$ cat src/rtl/reduct_pkg.sv
// Shared types and defaults for the reduction broadcast path.
package reduct_pkg;

   typedef enum logic {IDLE, EMIT} bcast_state_t;

   localparam int REDUCT_WIDTH = 16;

endpackage

$ cat src/rtl/reduct_broadcast.sv
// Replays one reduced scalar as a valid/ready burst of in_count beats,
// reloading on the last beat so consecutive bursts run without a bubble.
module reduct_broadcast
   import reduct_pkg::*;
#(
   parameter int WIDTH = REDUCT_WIDTH,
   parameter int CNT_W = 8
) (
   input  logic             clk,
   input  logic             rst,
   input  logic             in_valid,
   output logic             in_ready,
   input  logic [WIDTH-1:0] in_data,
   input  logic [CNT_W-1:0] in_count,
   output logic             out_valid,
   input  logic             out_ready,
   output logic [WIDTH-1:0] out_data,
   output logic [CNT_W-1:0] out_idx,
   output logic             out_last,
   output logic             busy
);

   bcast_state_t     state_q, state_d;
   logic [WIDTH-1:0] data_q, data_d;
   logic [CNT_W-1:0] cnt_q, cnt_d;
   logic [CNT_W-1:0] idx_q, idx_d;

   logic emitting;
   logic at_last;
   logic accept;

   always_comb begin
      emitting = (state_q == EMIT);
      at_last  = (idx_q == cnt_q - CNT_W'(1));
      in_ready = !emitting || (out_ready && at_last);
      accept   = in_valid && in_ready;

      state_d = state_q;
      data_d  = data_q;
      cnt_d   = cnt_q;
      idx_d   = idx_q;

      if (emitting && out_ready) begin
         if (at_last) state_d = IDLE;
         else         idx_d   = idx_q + CNT_W'(1);
      end

      // A nonzero accept overrides the last-beat return to IDLE; zero counts are dropped.
      if (accept && (in_count != '0)) begin
         data_d  = in_data;
         cnt_d   = in_count;
         idx_d   = '0;
         state_d = EMIT;
      end
   end

   always_ff @(posedge clk) begin
      if (rst) begin
         state_q <= IDLE;
         data_q  <= '0;
         cnt_q   <= '0;
         idx_q   <= '0;
      end else begin
         state_q <= state_d;
         data_q  <= data_d;
         cnt_q   <= cnt_d;
         idx_q   <= idx_d;
      end
   end

   always_comb begin
      out_valid = emitting;
      out_data  = data_q;
      out_idx   = idx_q;
      out_last  = emitting && at_last;
      busy      = emitting;
   end

endmodule

$ cat config.mk
export PLATFORM = sky130hd
export DESIGN_NAME = reduct_broadcast
export DESIGN_NICKNAME = d
export VERILOG_FILES = /design/src/rtl/reduct_pkg.sv /design/src/rtl/reduct_broadcast.sv
export SDC_FILE = /design/constraint.sdc
export NUM_CORES = 1
export LEC_CHECK = 0
export CAP_MARGIN = 10
export CORE_ASPECT_RATIO = 0.9
export CORE_MARGIN = 4
export CORE_UTILIZATION = 40
export CTS_BUF_LIST = sky130_fd_sc_hd__clkbuf_2 sky130_fd_sc_hd__clkbuf_4 sky130_fd_sc_hd__clkbuf_8
export CTS_CLUSTER_DIAMETER = 80
export DETAILED_ROUTE_END_ITERATION = 7
export PLACE_DENSITY = 0.83
export REMOVE_ABC_BUFFERS = 1
export SLEW_MARGIN = 20
export SYNTH_ARGS = -nofsm -noshare
export SYNTH_HDL_FRONTEND = slang
export SYNTH_SLANG_ARGS = --single-unit
$ cat constraint.sdc
create_clock -name clk -period 3.44 [get_ports clk]
set_input_delay 0.516 -clock clk [delete_from_list [all_inputs] [get_ports clk]]
set_output_delay 0.516 -clock clk [all_outputs]
set_load 0.1 [all_outputs]
==> summary.md, run 1 <==
| Metric | Value |
|---|---|
| DR iter-0 viols | 144 |
| Final count of hold timing violations | 0 |
| Vias in the first global route | 1581 |
| LEAKAGE | roughly 0.96 nW |
| Dpl ws | 204 ps |
| # DRC | 0 |
| Layout Cells excl Fill | 315 |
| Cts hold-fix bufs | 0 |
| Die height | 70.6 um |
| FF+latch count, synth | 33 |
| Synth Area per Inst | 8.53 sq um |
| Worst Setup Path Type | reg2out |
| Cell count after synthesis | 204 |
| Status | finished clean |
| Finished Cell Area | 2540 sq um |
| Maximum clock path buffer count | 2 |
| Worst-margin pin slew | 997 ps |
| Launching element type of the critical path | flop |
| Die width | a little under 80 um |
| RD Place Congestion | between 0.8 and 0.9 |
| Post-synthesis sequential area ratio | 38.0% |
| Async SR Flop Fraction | 0% |
| CTS-repair resized insts | 0 |
| Worst hold path depth | 2 |
| Routed wire per std cell | between 10 and 15 um |
| Final Skew | roughly 5.5 ps |
| Worst-path clk slew | 70 ps |
| Pin count of the biggest net entering global routing | 29 |
| GRT Resource Usage Total | 16.4% |
| Maxcap violations | 0 |
| DIE AREA | 5470 sq um |
| Critical Path AT | 2690 ps |
| Post-route ant nets | 0 |
| Via density per instance | 5.37 |
| Power Density | 454 nW/um^2 |
| Worst R2R Start | cnt_q[0] |
| Final WL | 4490 um |
| Tcrit/Tclk final | 93.1% |
| Final setup viols | 0 |
| Most frequent cells in the layout | clkdlybuf4s50_1, nand2_1, dfxtp_1 |
| Initial Util | 42.2% |
| CTS tree | yes |
| Total CTS buffers | 5 |
| Initial antenna violation count | 0 |
| # placed instances | 299 |
| Final Worst Setup Slack | 237 ps |
| First-pass GRT wire length | 7290 um |
| Core ar. | 4130 sq um |
| Post-CTS Setup Inserts | 0 |
| CP required | 2920 ps |
| Met3 Use GR | about 3.8% |
| Root Buffer Master | clkbuf_8 |
| CP max FO | 7 |
| RSZ-0062 raised after global routing | no |
| Placed cell area | around 2300 sq um |
| Max VDD drop | 0.000199 V |
| Skew-Pair Late Insertion Delay | 290 ps |
| Crit path from | cnt_q[0] |
| Buffers added on ports | 55 |
| Setup TNS | 0 ps |
| Ys Warns | 0 |
| DR vias | 1691 |
| Final max-slew violation count | 0 |
| Number of synthesized flops with an enable pin | 0 |
| Critical Path End Type | output pin |
| Tmin final | 3200 ps |
| Most common cell after layout, fill and taps aside | clkdlybuf4s50_1 |
| NumNets Final | 296 |
| Slew HR | 33.3% |
| Clock Sinks | 33 |
| Antenna cells | 0 |
| Share of cells above drive strength 1 | 9.36% |
| Most Crowded Layer GR | met2 |
| Drt first pass iters | 4 |
| Syn Std Cell Area | between 1500 and 2000 sq um |
| Yosys cell types | 37 |
| Placement Rows | 22 |
| GR Util met1 | 21.0% |
| CTS H-Tree Depth | 2 |
| Hpwl dp | 3180 um |
| Synth-to-layout area growth | 45.7% |
| Io pins | 56 |
| Met2 usage | 26.1% |
| R2r worst-path depth | 10 |
| Power consumption | 0.00115 W |
| Hold_sp | out_data[2] |
| Synth Flop Type | dfxtp_1 |
| Fmax | 312 MHz |
| Total grt overflow | 0 |
| Worst hold path class | reg2reg |
-- state kept, by name, indices dropped and copies added (netlist names) --
register and cells:
out_data 16, cnt_q 8, out_idx 8, busy 1
-- per-layer routing --
layer / routed length (um) / part of all wire (%)
met5: 0 / 0
met4: 144 / 3.2
met3: 251 / 5.6
met2: 2030 / 45
met1: 2070 / 46
-- path summary, 6_finish.rpt --
path | endpoint | slack (ps)
max reg2reg | out_data[6] | 810
max | out_last | 240
min reg2reg | out_data[2] | 460
min | out_data[2] | 460
-- critical path, cell delays in order (launching register included) --
cell	delay, ps
dfxtp_1	420
inv_1	80
ha_1	300
o21bai_1	190
a2111oi_0	430
a311o_1	290
o211ai_1	230
nor2_1	250
buf_12	210
-- synth_stat cells, drive strengths merged, types with 2 or more instances --
cell type  number  share of area [%]
dfxtp          33                 38
o21ai           5                1.4
ha              2                1.4
xor2            4                2.0
clkbuf          8                1.7
nand3           4                1.2
o31ai           7                3.8
a21oi          11                3.2
o211ai          2               0.86
nor4            2                1.6
xnor2           4                2.0
buf             4                1.6
or3             2               0.72
nor2            6                1.3
nor3            5                2.1
o41ai           2                1.0
and3            2               0.72
mux2i          22                 13
nand3b          2               0.86
nand2b          2               0.72
or4             7                3.0
nand2          52                 11
inv             6                1.3
-- through the flow --
stage	utilization (%)	hold WS [ps]
after floorplan	-	472
after global placement	56.8	444
after detailed placement	56.8	450
after CTS	59.7	462
after global routing	61.4	475
final	61.4	459
-- cell type report --
class	instances	area, sq um
fill	369	1590
multi-input combinational	153	1000
timing repair buffer	67	673
sequential	33	661
clock buffer	7	90.1
tap	48	60.1
clock inverter	1	30.0
inverter	6	22.5
-- cells by family (layout without fill, tap and decap cells) --
group / count (synthesis) / in the layout / share of synthesized area [%]
AND/OR/NAND/NOR: 86 / 86 / 24.2
AO/OA/AOI/OAI: 34 / 34 / 13.9
adder cells (fa/ha/maj): 2 / 2 / 1.44
multiplexers: 22 / 22 / 12.7
XOR/XNOR: 9 / 9 / 5.32
flip-flops: 33 / 33 / 38.0
buffers and inverters: 18 / 81 / 4.60
-- power breakdown --
| part | switching (W) | internal (W) |
|---|---|---|
| logic | 0.000214 | 0.000125 |
| clock network | 0.000145 | 0.000244 |
| registers | 0.0000201 | 0.000403 |
| total | 0.000379 | 0.000772 |
(Power assumes the default switching activity.)
==> run 2: changes to the inputs <==
CORE_UTILIZATION = 50   (was 40)
DONT_BUFFER_PORTS = 1   (was default)
PLACE_DENSITY = 0.77   (was 0.83)
==> run 2 against run 1 <==
Combinational power is 49% lower; sequential power increased by 20%; non-clock buffer count fell by 53.
==> summary.md, run 2 (synthesis results as in run 1) <==
| Metric | Value |
|---|---|
| Max reg flops | 16 (unchanged) |
| Status | finished clean |
| Crit-path max cell delay | 450 ps (+20 ps) |
| Via density per instance | 5.69 (+6.0%) |
| Hpwl dp | 2850 um (-10%) |
| Synth-to-layout area growth | 11.9% |
| Tmin final | 3160 ps (-45.6 ps) |
| Die height | 64.0 um (-9.4%) |
| Final setup viols | 0 (unchanged) |
| Comb power frac | 17.8% (-12 points) |
| Core ar. | 3350 sq um (-19%) |
| GRT Resource Usage Total | 18.1% (+1.7 points) |
| Total grt overflow | 0 (unchanged) |
| CTS-repair resized insts | 0 (unchanged) |
| Tcrit/Tclk final | 91.8% (-1.3 points) |
| CP max FO | 7 (unchanged) |
| Launching element type of the critical path | flop |
| Internal | 0.000603 W (-22%) |
| Clock power share | 29.3% (-4.5 points) |
| CP bufs+invs | 2 (unchanged) |
| Initial antenna violation count | 0 (unchanged) |
| Post-CTS Setup Inserts | 0 (unchanged) |
| Psw | 0.000360 W (-5.0%) |
| NumNets Final | 243 (-18%) |
| Clock Sinks | 33 (unchanged) |
| Fmax | 317 MHz (+1.4%) |
| Critical Path AT | 2640 ps (-50 ps) |
| Total CTS buffers | 5 (unchanged) |
| Placement Rows | 20 (-9.1%) |
| Most frequent cells in the layout | nand2_1, dfxtp_1, mux2i_1 |
| CTS tree | yes |
| Final Skew | 5.45 ps (-0.0698 ps) |
| Most common cell after layout, fill and taps aside | nand2_1 |
| Root Buffer Master | clkbuf_8 |
| Max VDD drop | 0.000249 V (+25%) |
| DR vias | 1468 (-13%) |
| Worst-margin pin slew | 1000 ps (+7.56 ps) |
| RSZ-0062 raised after global routing | no |
| Layout Cells excl Fill | 258 (-18%) |
| Die width | 70.2 um (-9.5%) |
| Switching Share | 37.4% (+4.5 points) |
| Post-route ant nets | 0 (unchanged) |
| Placed cell area | 1860 sq um (-21%) |
| DIE AREA | 4490 sq um (-18%) |
| LEAKAGE | 0.736 nW (-23%) |
| Antenna cells | 0 (unchanged) |
| Final max-slew violation count | 0 (unchanged) |
| Final WL | 3790 um (-16%) |
| Skew-Pair Late Insertion Delay | 280 ps (about the same) |
| Routed wire per std cell | 14.7 um (+3.0%) |
| Buffers added on ports | 0 (-100%) |
| Power Density | 494 nW/um^2 (+8.9%) |
| Final count of hold timing violations | 0 (unchanged) |
| CP required | 2920 ps (about the same) |
| Share of cells above drive strength 1 | 13.1% (+3.7 points) |
| Crit-path cells | inv_1 -> ha_1 -> o21bai_1 -> a2111oi_0 -> a311o_1 -> o211ai_1 -> nor2_2 -> buf_12 |
| Flop pwr share | 52.9% (+16 points) |
| First-pass GRT wire length | 6490 um (-11%) |
| Worst Setup Path Type | reg2out |
| Worst hold path class | in2reg |
| DR iter-0 viols | 105 (-27%) |
| Slew HR | 32.9% (-0.39 points) |
| Vias in the first global route | 1386 (-12%) |
| Pin count of the biggest net entering global routing | 45 (+55%) |
| CP top delay family | compound AO/OA/AOI/OAI gates |
| Worst-path clk slew | 70 ps (about the same) |
| Critical Path End Type | output pin |
| Initial Util | 51.9% (+9.8 points) |
| Maxcap violations | 0 (unchanged) |
| # placed instances | 250 (-16%) |
| Maximum clock path buffer count | 2 (unchanged) |
| Finished Cell Area | 1950 sq um (-23%) |
| RD Place Congestion | 0.906 (+2.7%) |
| # DRC | 0 (unchanged) |
| Cts hold-fix bufs | 0 (unchanged) |
| Io pins | 56 (unchanged) |
| Slowest CP cell | dfxtp_1 |
| Drt first pass iters | 4 (unchanged) |
| CTS H-Tree Depth | 2 (unchanged) |
==> run 2: cell types whose count changed in the layout (fill, tap and decap cells not counted), sizes merged <==
| cell | change |
|---|---|
| clkdlybuf4s50 | -53 |
| clkinv | +2 |
| clkbuf | -2 |
| bufinv | -1 |
| clkinvlp | +1 |
==> run 2: area by class of cell <==
cell class,count,area (sq um)
clock buffers,5,68.8
flip-flops and latches,33,662
fillers,309,1410
clock inverters,3,17.5
well taps,44,55.1
inverters,6,22.5
repair buffers,14,118
multi-input cells,153,1000
==> run 2: path summary, 6_finish.rpt <==
| kind | startpoint | to | slack, ps | depth (start not counted) |
|---|---|---|---|---|
| worst min-delay path | rst | busy | 280 | 1 |
| worst min register to register | cnt_q[7] | cnt_q[7] | 520 | 2 |
| worst max register to register | cnt_q[0] | out_data[6] | 710 | 9 |
| worst max-delay path | cnt_q[0] | out_last | 280 | 8 |
==> run 2: worst register-to-register path: stages (launching register included) <==
cell and delay [ps]:
dfxtp_1 450, inv_1 90, ha_1 300, o21bai_1 200
a2111oi_0 400, a311o_1 280, o31ai_4 130, nor3_4 160
buf_4 380, mux2i_1 280
==> run 2: layer usage <==
layer	wire length [um]	GRT usage, %
met5	0	0
met3	251	5.50
met1	1730	23.4
met2	1770	28.4
met4	49	6.70
==> run 2: power by group through the flow <==
stage | logic (W) | clock network (W) | registers, W
finish | 0.000172 | 0.000282 | 0.000509
global route | 0.000189 | 0.000309 | 0.000512
CTS | 0.000173 | 0.000289 | 0.000509
detailed placement | 0.000172 | 0 | 0.000517
global placement | 0.000169 | 0 | 0.000516
floorplan | 0.000117 | 0 | 0.000538
==> run 2: stage by stage <==
stage | total power [W] | utilization, % | worst slack, ps | TNS [ps] | hold WS (ps)
floorplan | 0.000655 | - | -396 | -976 | 472
global placement | 0.000686 | 55.5 | 728 | 0 | 493
detailed placement | 0.000690 | 55.5 | 670 | 0 | 513
CTS | 0.000971 | 58.1 | 301 | 0 | 282
global route | 0.00101 | 58.1 | 25.0 | 0 | 282
finish | 0.000962 | 58.1 | 283 | 0 | 284
==> run 3: changes to the inputs <==
TNS_END_PERCENT = 5   (was default)
==> results of run 3 <==
Final layout, timing and power as in run 2 (identical DEF).
